**src/rtl/ascii_to_ps2_tx.sv**
```systemverilog
// PS/2 device-side transmitter: maps ASCII to Set-2 scancodes and sends
// make, break prefix (F0) and break frames on registered clock/data lines.
module ascii_to_ps2_tx #(
  parameter int unsigned HALF_PERIOD = 2500,
  parameter int unsigned GAP_CYCLES  = 5000
) (
  input  logic       clk,
  input  logic       rst_n,
  input  logic [7:0] ascii,
  input  logic       ascii_valid,
  output logic       ascii_ready,
  output logic       unsupported,
  output logic       busy,
  output logic       ps2_clk,
  output logic       ps2_data
);

  localparam int unsigned MAX_CNT = (HALF_PERIOD > GAP_CYCLES) ? HALF_PERIOD : GAP_CYCLES;
  localparam int unsigned CNT_W   = (MAX_CNT > 2) ? $clog2(MAX_CNT) : 1;
  localparam int unsigned BIT_W   = 4;
  localparam int unsigned FRM_W   = 2;

  typedef enum logic [1:0] {
    IDLE     = 2'd0,
    BIT_HIGH = 2'd1,
    BIT_LOW  = 2'd2,
    GAP      = 2'd3
  } state_t;

  state_t             state, state_nxt;
  logic [CNT_W-1:0]   cnt, cnt_nxt;
  logic [BIT_W-1:0]   bit_idx, bit_nxt;
  logic [FRM_W-1:0]   frame_idx, frame_nxt;
  logic [7:0]         code, code_nxt;
  logic               ps2_clk_nxt, ps2_data_nxt, busy_nxt, ready_nxt, unsup_nxt;
  logic [8:0]         mapped;
  logic [7:0]         payload;
  logic [10:0]        frame_bits;

  // Returns {supported, scancode}; lowercase folds onto uppercase.
  function automatic logic [8:0] map_ascii(input logic [7:0] a);
    logic [7:0] u;
    u = (a >= 8'h61 && a <= 8'h7A) ? (a - 8'h20) : a;
    case (u)
      8'h41: map_ascii = {1'b1, 8'h1C};
      8'h42: map_ascii = {1'b1, 8'h32};
      8'h43: map_ascii = {1'b1, 8'h21};
      8'h44: map_ascii = {1'b1, 8'h23};
      8'h45: map_ascii = {1'b1, 8'h24};
      8'h46: map_ascii = {1'b1, 8'h2B};
      8'h47: map_ascii = {1'b1, 8'h34};
      8'h48: map_ascii = {1'b1, 8'h33};
      8'h49: map_ascii = {1'b1, 8'h43};
      8'h4A: map_ascii = {1'b1, 8'h3B};
      8'h4B: map_ascii = {1'b1, 8'h42};
      8'h4C: map_ascii = {1'b1, 8'h4B};
      8'h4D: map_ascii = {1'b1, 8'h3A};
      8'h4E: map_ascii = {1'b1, 8'h31};
      8'h4F: map_ascii = {1'b1, 8'h44};
      8'h50: map_ascii = {1'b1, 8'h4D};
      8'h51: map_ascii = {1'b1, 8'h15};
      8'h52: map_ascii = {1'b1, 8'h2D};
      8'h53: map_ascii = {1'b1, 8'h1B};
      8'h54: map_ascii = {1'b1, 8'h2C};
      8'h55: map_ascii = {1'b1, 8'h3C};
      8'h56: map_ascii = {1'b1, 8'h2A};
      8'h57: map_ascii = {1'b1, 8'h1D};
      8'h58: map_ascii = {1'b1, 8'h22};
      8'h59: map_ascii = {1'b1, 8'h35};
      8'h5A: map_ascii = {1'b1, 8'h1A};
      8'h30: map_ascii = {1'b1, 8'h70};
      8'h31: map_ascii = {1'b1, 8'h69};
      8'h32: map_ascii = {1'b1, 8'h72};
      8'h33: map_ascii = {1'b1, 8'h7A};
      8'h34: map_ascii = {1'b1, 8'h6B};
      8'h35: map_ascii = {1'b1, 8'h73};
      8'h36: map_ascii = {1'b1, 8'h74};
      8'h37: map_ascii = {1'b1, 8'h6C};
      8'h38: map_ascii = {1'b1, 8'h75};
      8'h39: map_ascii = {1'b1, 8'h7D};
      default: map_ascii = 9'h000;
    endcase
  endfunction

  assign mapped = map_ascii(ascii);

  // State, counters and registered outputs.
  always_ff @(posedge clk) begin
    if (!rst_n) begin
      state       <= IDLE;
      cnt         <= '0;
      bit_idx     <= '0;
      frame_idx   <= '0;
      code        <= '0;
      ps2_clk     <= 1'b1;
      ps2_data    <= 1'b1;
      busy        <= 1'b0;
      ascii_ready <= 1'b1;
      unsupported <= 1'b0;
    end else begin
      state       <= state_nxt;
      cnt         <= cnt_nxt;
      bit_idx     <= bit_nxt;
      frame_idx   <= frame_nxt;
      code        <= code_nxt;
      ps2_clk     <= ps2_clk_nxt;
      ps2_data    <= ps2_data_nxt;
      busy        <= busy_nxt;
      ascii_ready <= ready_nxt;
      unsupported <= unsup_nxt;
    end
  end

  // Next state: one down-counter times every clock phase and gap.
  always_comb begin
    state_nxt = state;
    cnt_nxt   = cnt;
    bit_nxt   = bit_idx;
    frame_nxt = frame_idx;
    code_nxt  = code;
    case (state)
      IDLE: begin
        if (ascii_valid && mapped[8]) begin
          state_nxt = BIT_HIGH;
          cnt_nxt   = CNT_W'(HALF_PERIOD - 1);
          bit_nxt   = '0;
          frame_nxt = '0;
          code_nxt  = mapped[7:0];
        end
      end
      BIT_HIGH: begin
        if (cnt == '0) begin
          state_nxt = BIT_LOW;
          cnt_nxt   = CNT_W'(HALF_PERIOD - 1);
        end else begin
          cnt_nxt = cnt - CNT_W'(1);
        end
      end
      BIT_LOW: begin
        if (cnt == '0) begin
          if (bit_idx == BIT_W'(10)) begin
            state_nxt = GAP;
            cnt_nxt   = CNT_W'(GAP_CYCLES - 1);
          end else begin
            state_nxt = BIT_HIGH;
            cnt_nxt   = CNT_W'(HALF_PERIOD - 1);
            bit_nxt   = bit_idx + BIT_W'(1);
          end
        end else begin
          cnt_nxt = cnt - CNT_W'(1);
        end
      end
      GAP: begin
        if (cnt == '0) begin
          if (frame_idx == FRM_W'(2)) begin
            state_nxt = IDLE;
          end else begin
            state_nxt = BIT_HIGH;
            cnt_nxt   = CNT_W'(HALF_PERIOD - 1);
            bit_nxt   = '0;
            frame_nxt = frame_idx + FRM_W'(1);
          end
        end else begin
          cnt_nxt = cnt - CNT_W'(1);
        end
      end
      default: state_nxt = IDLE;
    endcase
  end

  // Output values for the coming cycle, derived from the next state.
  always_comb begin
    payload      = (frame_nxt == FRM_W'(1)) ? 8'hF0 : code_nxt;
    frame_bits   = {1'b1, ~^payload, payload, 1'b0};
    ps2_clk_nxt  = (state_nxt != BIT_LOW);
    ps2_data_nxt = 1'b1;
    if (state_nxt == BIT_HIGH || state_nxt == BIT_LOW) begin
      ps2_data_nxt = frame_bits[bit_nxt];
    end
    busy_nxt  = (state_nxt != IDLE);
    ready_nxt = (state_nxt == IDLE);
    unsup_nxt = (state == IDLE) && ascii_valid && !mapped[8];
  end

endmodule
```
**config.mk**
```make
export PLATFORM = sky130hd
export DESIGN_NAME = ascii_to_ps2_tx
export DESIGN_NICKNAME = d
export VERILOG_FILES = /design/src/rtl/ascii_to_ps2_tx.sv
export SDC_FILE = /design/constraint.sdc
export NUM_CORES = 1
export LEC_CHECK = 0
export BUFFER_PORTS_ARGS = -buffer_cell sky130_fd_sc_hd__buf_2
export CAP_MARGIN = 5
export CELL_PAD_IN_SITES_DETAIL_PLACEMENT = 1
export CELL_PAD_IN_SITES_GLOBAL_PLACEMENT = 2
export CORE_MARGIN = 5
export CORE_UTILIZATION = 37
export CTS_CLUSTER_SIZE = 8
export DETAILED_ROUTE_END_ITERATION = 8
export PLACE_DENSITY = 0.92
export SETUP_SLACK_MARGIN = 0.15
export SLEW_MARGIN = 20
export SYNTH_ARGS = -nofsm -noshare
export SYNTH_HDL_FRONTEND = slang
export SYNTH_SLANG_ARGS = --single-unit
```
**constraint.sdc**
```tcl
create_clock -name clk -period 4.55 [get_ports clk]
set_input_delay 0.91 -clock clk [delete_from_list [all_inputs] [get_ports clk]]
set_output_delay 0.91 -clock clk [all_outputs]
set_load 0.1 [all_outputs]
```
After elaboration in Yosys (flattened, before gate mapping)
Memory sizes are Yosys's and may differ from the RTL's.
Cells that the tools add are included.
W data, S select, Z words.

storage, ports and cells
  bits in registers = 34
  memory bits (read-only) = 1024
  input bits = 11
  output and inout bits = 5
  word-level logic and storage cells = 73
  memories kept = 1

memory list
  name              words  width  read ports  clocked after memory_dff  write ports  RTL line  RTL
  (name not given)  128    8      1           0                         0            44        case (u)

cells by class
  $add $sub $neg = 4
  magnitude comparators = 3
  equality and inequality tests = 11
  mux-type cells = 31
  reductions and logical operators = 13

operators with widths
  cell                     number
  $mux W13                 6
  $pmux W13 S4             1
  $mux W8                  4
  $mux W4                  5
  $mux W2                  8
  $logic_not A13 Y1        1
  $sub A13 B1 Y13 const B  1
  $pmux W4 S3              1
  $mux W9                  1
  $eq A2 B2 Y1 const B     4
  $ge A8 B7 Y1 const B     1
  $le A8 B7 Y1 const B     1
  $pmux W2 S4              1
  $reduce_xnor A8 Y1       1
  $sub A8 B6 Y8 const B    1
  $eq A2 B1 Y1 const B     3
  $lt A4 B5 Y1 const B     1
  $add A4 B1 Y4 const B    1
  $bmux W1 S4              1
  $eq A4 B4 Y1 const B     1
  $logic_and A1 B1 Y1      4
  $logic_not A2 Y1         2
  $ne A2 B2 Y1 const B     2
  $pmux W2 S2              1
  other kinds (7)          9

Logic depth before layout (Yosys ltp)
An unclocked memory read counts as a cell.

  depth after elaboration = 13
  depth in mapped cells = 15
  depth with buffers taken out = 13

Worst setup path after synthesis
No wires, ideal clock.

  kind = input to register
  start = in ascii[2]
  end = reg ps2_data
  library setup time = 0.120 ns
  arrival = 3.575 ns
  data required time = 4.430 ns
  slack = 0.856 ns
  stages = 15
  buffers on the path = 3
  cells stage by stage = inv_1 > clkbuf_1 > ha_1 > nand2b_1 > nand2b_1 > o311ai_0 > and4_1 > buf_4 > and3_4 > buf_12 > mux2i_2 > xnor2_2 > xnor2_1 > o311a_1 > a211o_1

between the ends
  longest elaborated chain between the ends = 13
  elaborated cells on any way between the ends = 25
  classes of those cells = 1 x add/sub; 2 x order compare; 3 x eq/ne; 13 x mux; 5 x reduce/logical; 1 x memory

RTL lines
  element                                              RTL line  RTL
  from (decl)                                          9         input logic [7:0] ascii,
  $ge A8 B7 Y1 / $le A8 B7 Y1 (equally long branches)  43        u = (a >= 8'h61 && a <= 8'h7A) ? (a - 8'h20) : a;
  $logic_and A1 B1 Y1                                  43
  $mux W8 *                                            43
  $mem_v2 Z128 W8                                      -
  $mux W9 *                                            44
  $logic_and A1 B1 Y1                                  123       if (ascii_valid && mapped[8]) begin
  $mux W2                                              123
  $pmux W2 S2                                          121       case (state)
  $eq A2 B1 Y1                                         173       payload = (frame_nxt == FRM_W'(1)) ? 8'hF0 : code_nxt;
  $mux W8                                              173
  $reduce_xnor A8 Y1                                   174       frame_bits = {1'b1, ~^payload, payload, 1'b0};
  $bmux W1 S4                                          178       ps2_data_nxt = frame_bits[bit_nxt];
  $mux W1 (not written as such)                        178
  to (signal assigned)                                 107       ps2_data <= ps2_data_nxt;
  to (decl)                                            15        output logic ps2_data

Every way passes the cells marked *; elsewhere a longest branch is shown, timed or not. The select of a mux whose other input is x is not followed.
A chain may end at the register's enable or synchronous reset.

Worst setup path in the final report
  start = in ascii[0]
  end = reg ps2_data

Same word-level chain as after synthesis.

==> flow_summary.json <==
{
  "num_vias": 2585,
  "initial_core_util_pct": 38.0,
  "synthFlopType": "dfxtp_1",
  "status": "finished clean",
  "routabilityCongestion": 0.786,
  "cts_root_buffer": "clkbuf_8",
  "hold_buffers": 0,
  "crit_end": "ps2_data$_SDFF_PN1_",
  "synthArstFlopShare_pct": 0,
  "required_ns": 4.73,
  "diodes": 0,
  "grt_pass1_wl_um": 13200,
  "route.detailed.drc": 0,
  "finalSetupViolations": 0,
  "grt_util_all_layers_pct": 17.8,
  "cts_sinks": 34,
  "numCtsBuffers": 5,
  "slew_headroom_pct": 38.5,
  "core_area_mm2": 0.00729,
  "seqCellArea_um2": 681,
  "drt_first_pass_iters": 6,
  "power_density_mw_per_mm2": 294,
  "post_drt_via_cell_ratio": 5.55,
  "drv_cap": 0,
  "placed_area_mm2": 0.00291,
  "wirelength_um": 7760,
  "r2r-start": "cnt[0]$_SDFFE_PN0P_",
  "start_kind": "primary input",
  "cts_resized": 0,
  "timing.fmax_mhz": 251,
  "cts_tree": "built",
  "yosys_register_bits": 34,
  "layout-drive-gt1-share_pct": 11.4,
  "dieArea_mm2": 0.00933,
  "r2r_slack_ns": 0.88,
  "cts_buffer_depth": 2,
  "grt.overflow.total": 0,
  "min_period_over_period_pct": 87.7,
  "fillers": 944,
  "fin_crit_ns": 3.99,
  "timing.rr.end": "ps2_data$_SDFF_PN1_",
  "core.rowCount": 31,
  "yosysTopAreaCell": "dfxtp_1",
  "final_area_mm2": 0.00305,
  "setup.worst_path.start": "ascii[0]",
  "grt_max_degree": 24,
  "multi_input_area_mm2": 0.00192,
  "path_class": "in -> reg",
  "area_growth_pct": 10.0,
  "synth_top_area_share_pct": 24.5,
  "path_clk_slew_ns": 0.08,
  "synthesis.nets": 391,
  "yosys_warnings": 0,
  "rsz0062_at_grt": "no",
  "ioPinCount": 16,
  "syn_avg_cell_area_um2": 7.77,
  "dp_hpwl_um": 5590,
  "port_buffers": 15,
  "crit_fanout": 11,
  "syn_inst": 357,
  "ys_seq_area_share_pct": 24.5,
  "htreeDepth": 2,
  "critical_path_arrival_ns": 4.17,
  "p_leak_nw": 1.15,
  "hp-class": "reg -> reg",
  "synth-edff-count": 0,
  "postCtsSetupRepairBufs": 0,
  "tightest_slew_ns": 0.916,
  "final_nets": 400,
  "maxSlewViolCount": 0,
  "setup_tns_ns": 0,
  "clock_latency_ns": 0.29,
  "ir_worst_vdd_v": 0.000121,
  "worstRegToRegCells": 12,
  "antenna_left": 0,
  "synth.area.top_cells": "dfxtp_1 25%, ha_1 10%, a21oi_1 5.8%",
  "synth_cell_types": 65,
  "antenna_found_initial": 0,
  "netlist_area_mm2": 0.00277,
  "avgRoutedWirePerCell_um": 16.7,
  "final_hold_viol_count": 0,
  "die_h_um": 96.6,
  "die_x_um": 96.6,
  "end_kind": "flop",
  "first_global_vias": 2701,
  "drt-initial-drc-count": 106,
  "clock_skew_ns": 0.00567
}
[final cells by class]
| class | instances | area share [%] |
|---|---|---|
| multi-input combinational | 283 | 63.0 |
| clock inverter | 3 | 2.26 |
| inverter | 24 | 2.95 |
| sequential | 34 | 22.3 |
| timing repair buffer | 18 | 3.20 |
| clock buffer | 5 | 2.26 |
| tap | 99 | 4.06 |
[layout by cell type, fill, tap and decap left out, types with 5 or more instances in the layout]
| master | netlist | layout |
|---|---|---|
| a211oi_1 | 9 | 9 |
| a21oi_1 | 32 | 32 |
| a31oi_1 | 6 | 5 |
| buf_2 | 0 | 15 |
| clkbuf_8 | 0 | 5 |
| dfxtp_1 | 34 | 34 |
| ha_1 | 23 | 23 |
| inv_1 | 23 | 23 |
| mux2i_1 | 5 | 5 |
| nand2_1 | 22 | 22 |
| nand2b_1 | 5 | 5 |
| nand3_1 | 9 | 9 |
| nor2_1 | 35 | 35 |
| nor2b_1 | 7 | 7 |
| nor3_1 | 13 | 13 |
| o21a_1 | 6 | 6 |
| o21ai_0 | 24 | 24 |
| o22ai_1 | 8 | 8 |
| xnor2_1 | 7 | 7 |
[cell usage after synthesis (3+ instances only)]
cell	n
a211oi_1	9
a21oi_1	32
a31oi_1	6
and2_1	3
clkbuf_1	13
dfxtp_1	34
ha_1	23
inv_1	23
mux2i_1	5
mux2i_2	3
nand2_1	22
nand2b_1	5
nand3_1	9
nand3b_1	4
nand4_1	4
nor2_1	35
nor2b_1	7
nor3_1	13
o211ai_1	4
o21a_1	6
o21ai_0	24
o22ai_1	8
o311a_1	3
o31ai_1	3
or3_1	4
xnor2_1	7
[registers in the layout, summed over array words and instances, names as in the netlist]
signal / cells
ascii_ready: 1
bit_idx: 4
busy: 1
cnt: 13
code: 8
frame_idx: 2
ps2_clk: 1
ps2_data: 1
state: 2
unsupported: 1
[where the power goes]
group	internal, mW	leakage [nW]	switching, mW	total, mW
registers	0.308	0.276	0.00892	0.317
clock network	0.220	0.0683	0.129	0.348
logic	0.0746	0.807	0.157	0.231
total	0.602	1.15	0.294	0.896
[through the flow]
step                      setup WS, ns  cells  power, mW  hold WS, ns  util [%]
after CTS                        0.462    466      0.904        0.485      41.8
after detailed placement         0.178    458      0.552        0.473      39.9
after global placement           0.395    458      0.548        0.461      39.9
after global routing             0.205    466      0.939        0.497      41.8
final                            0.561    466      0.896        0.482      41.8
after floorplan                  0.856    357      0.496        0.444         -
[worst min path at each step]
stage / startpoint / endpoint / slack, ns / depth (start not counted)
final: cnt[12]$_SDFFE_PN0P_ / cnt[12]$_SDFFE_PN0P_ / 0.48 / 2
after detailed placement: cnt[12]$_SDFFE_PN0P_ / cnt[12]$_SDFFE_PN0P_ / 0.47 / 2
after floorplan: cnt[12]$_SDFFE_PN0P_ / cnt[12]$_SDFFE_PN0P_ / 0.44 / 2
after global routing: cnt[12]$_SDFFE_PN0P_ / cnt[12]$_SDFFE_PN0P_ / 0.50 / 2
after CTS: cnt[12]$_SDFFE_PN0P_ / cnt[12]$_SDFFE_PN0P_ / 0.48 / 2
after global placement: cnt[12]$_SDFFE_PN0P_ / cnt[12]$_SDFFE_PN0P_ / 0.46 / 2
[critical path, stage by stage]
cell	delay [ns]
buf_2	0.17
inv_1	0.16
ha_1	0.25
nand2b_1	0.13
a21oi_1	0.14
o311ai_0	0.48
and4_1	0.39
and3_4	0.32
mux2i_2	0.36
xnor2_2	0.16
xnor2_1	0.10
o311a_1	0.34
a211o_1	0.27
[cell families (layout without fill, tap and decap cells)]
family	Yosys count	after routing	synth area share, %
buf+inv	40	50	6.41
simple gates	123	123	24.0
fa+ha+maj	24	24	10.7
mux	10	10	4.10
xor+xnor	9	9	3.11
flops	34	34	24.5
compound gates	117	117	27.1
[metal layers]
layer	part of all wire [%]	up-vias	wire (um)	GRT usage, %
li1	-	1313	-	-
met1	49	1231	3830	24.5
met2	47	27	3620	29.3
met3	2.5	14	192	2.25
met4	1.6	0	124	5.02
met5	0	-	0	0
No activity file was read; power rests on OpenSTA's default activity.
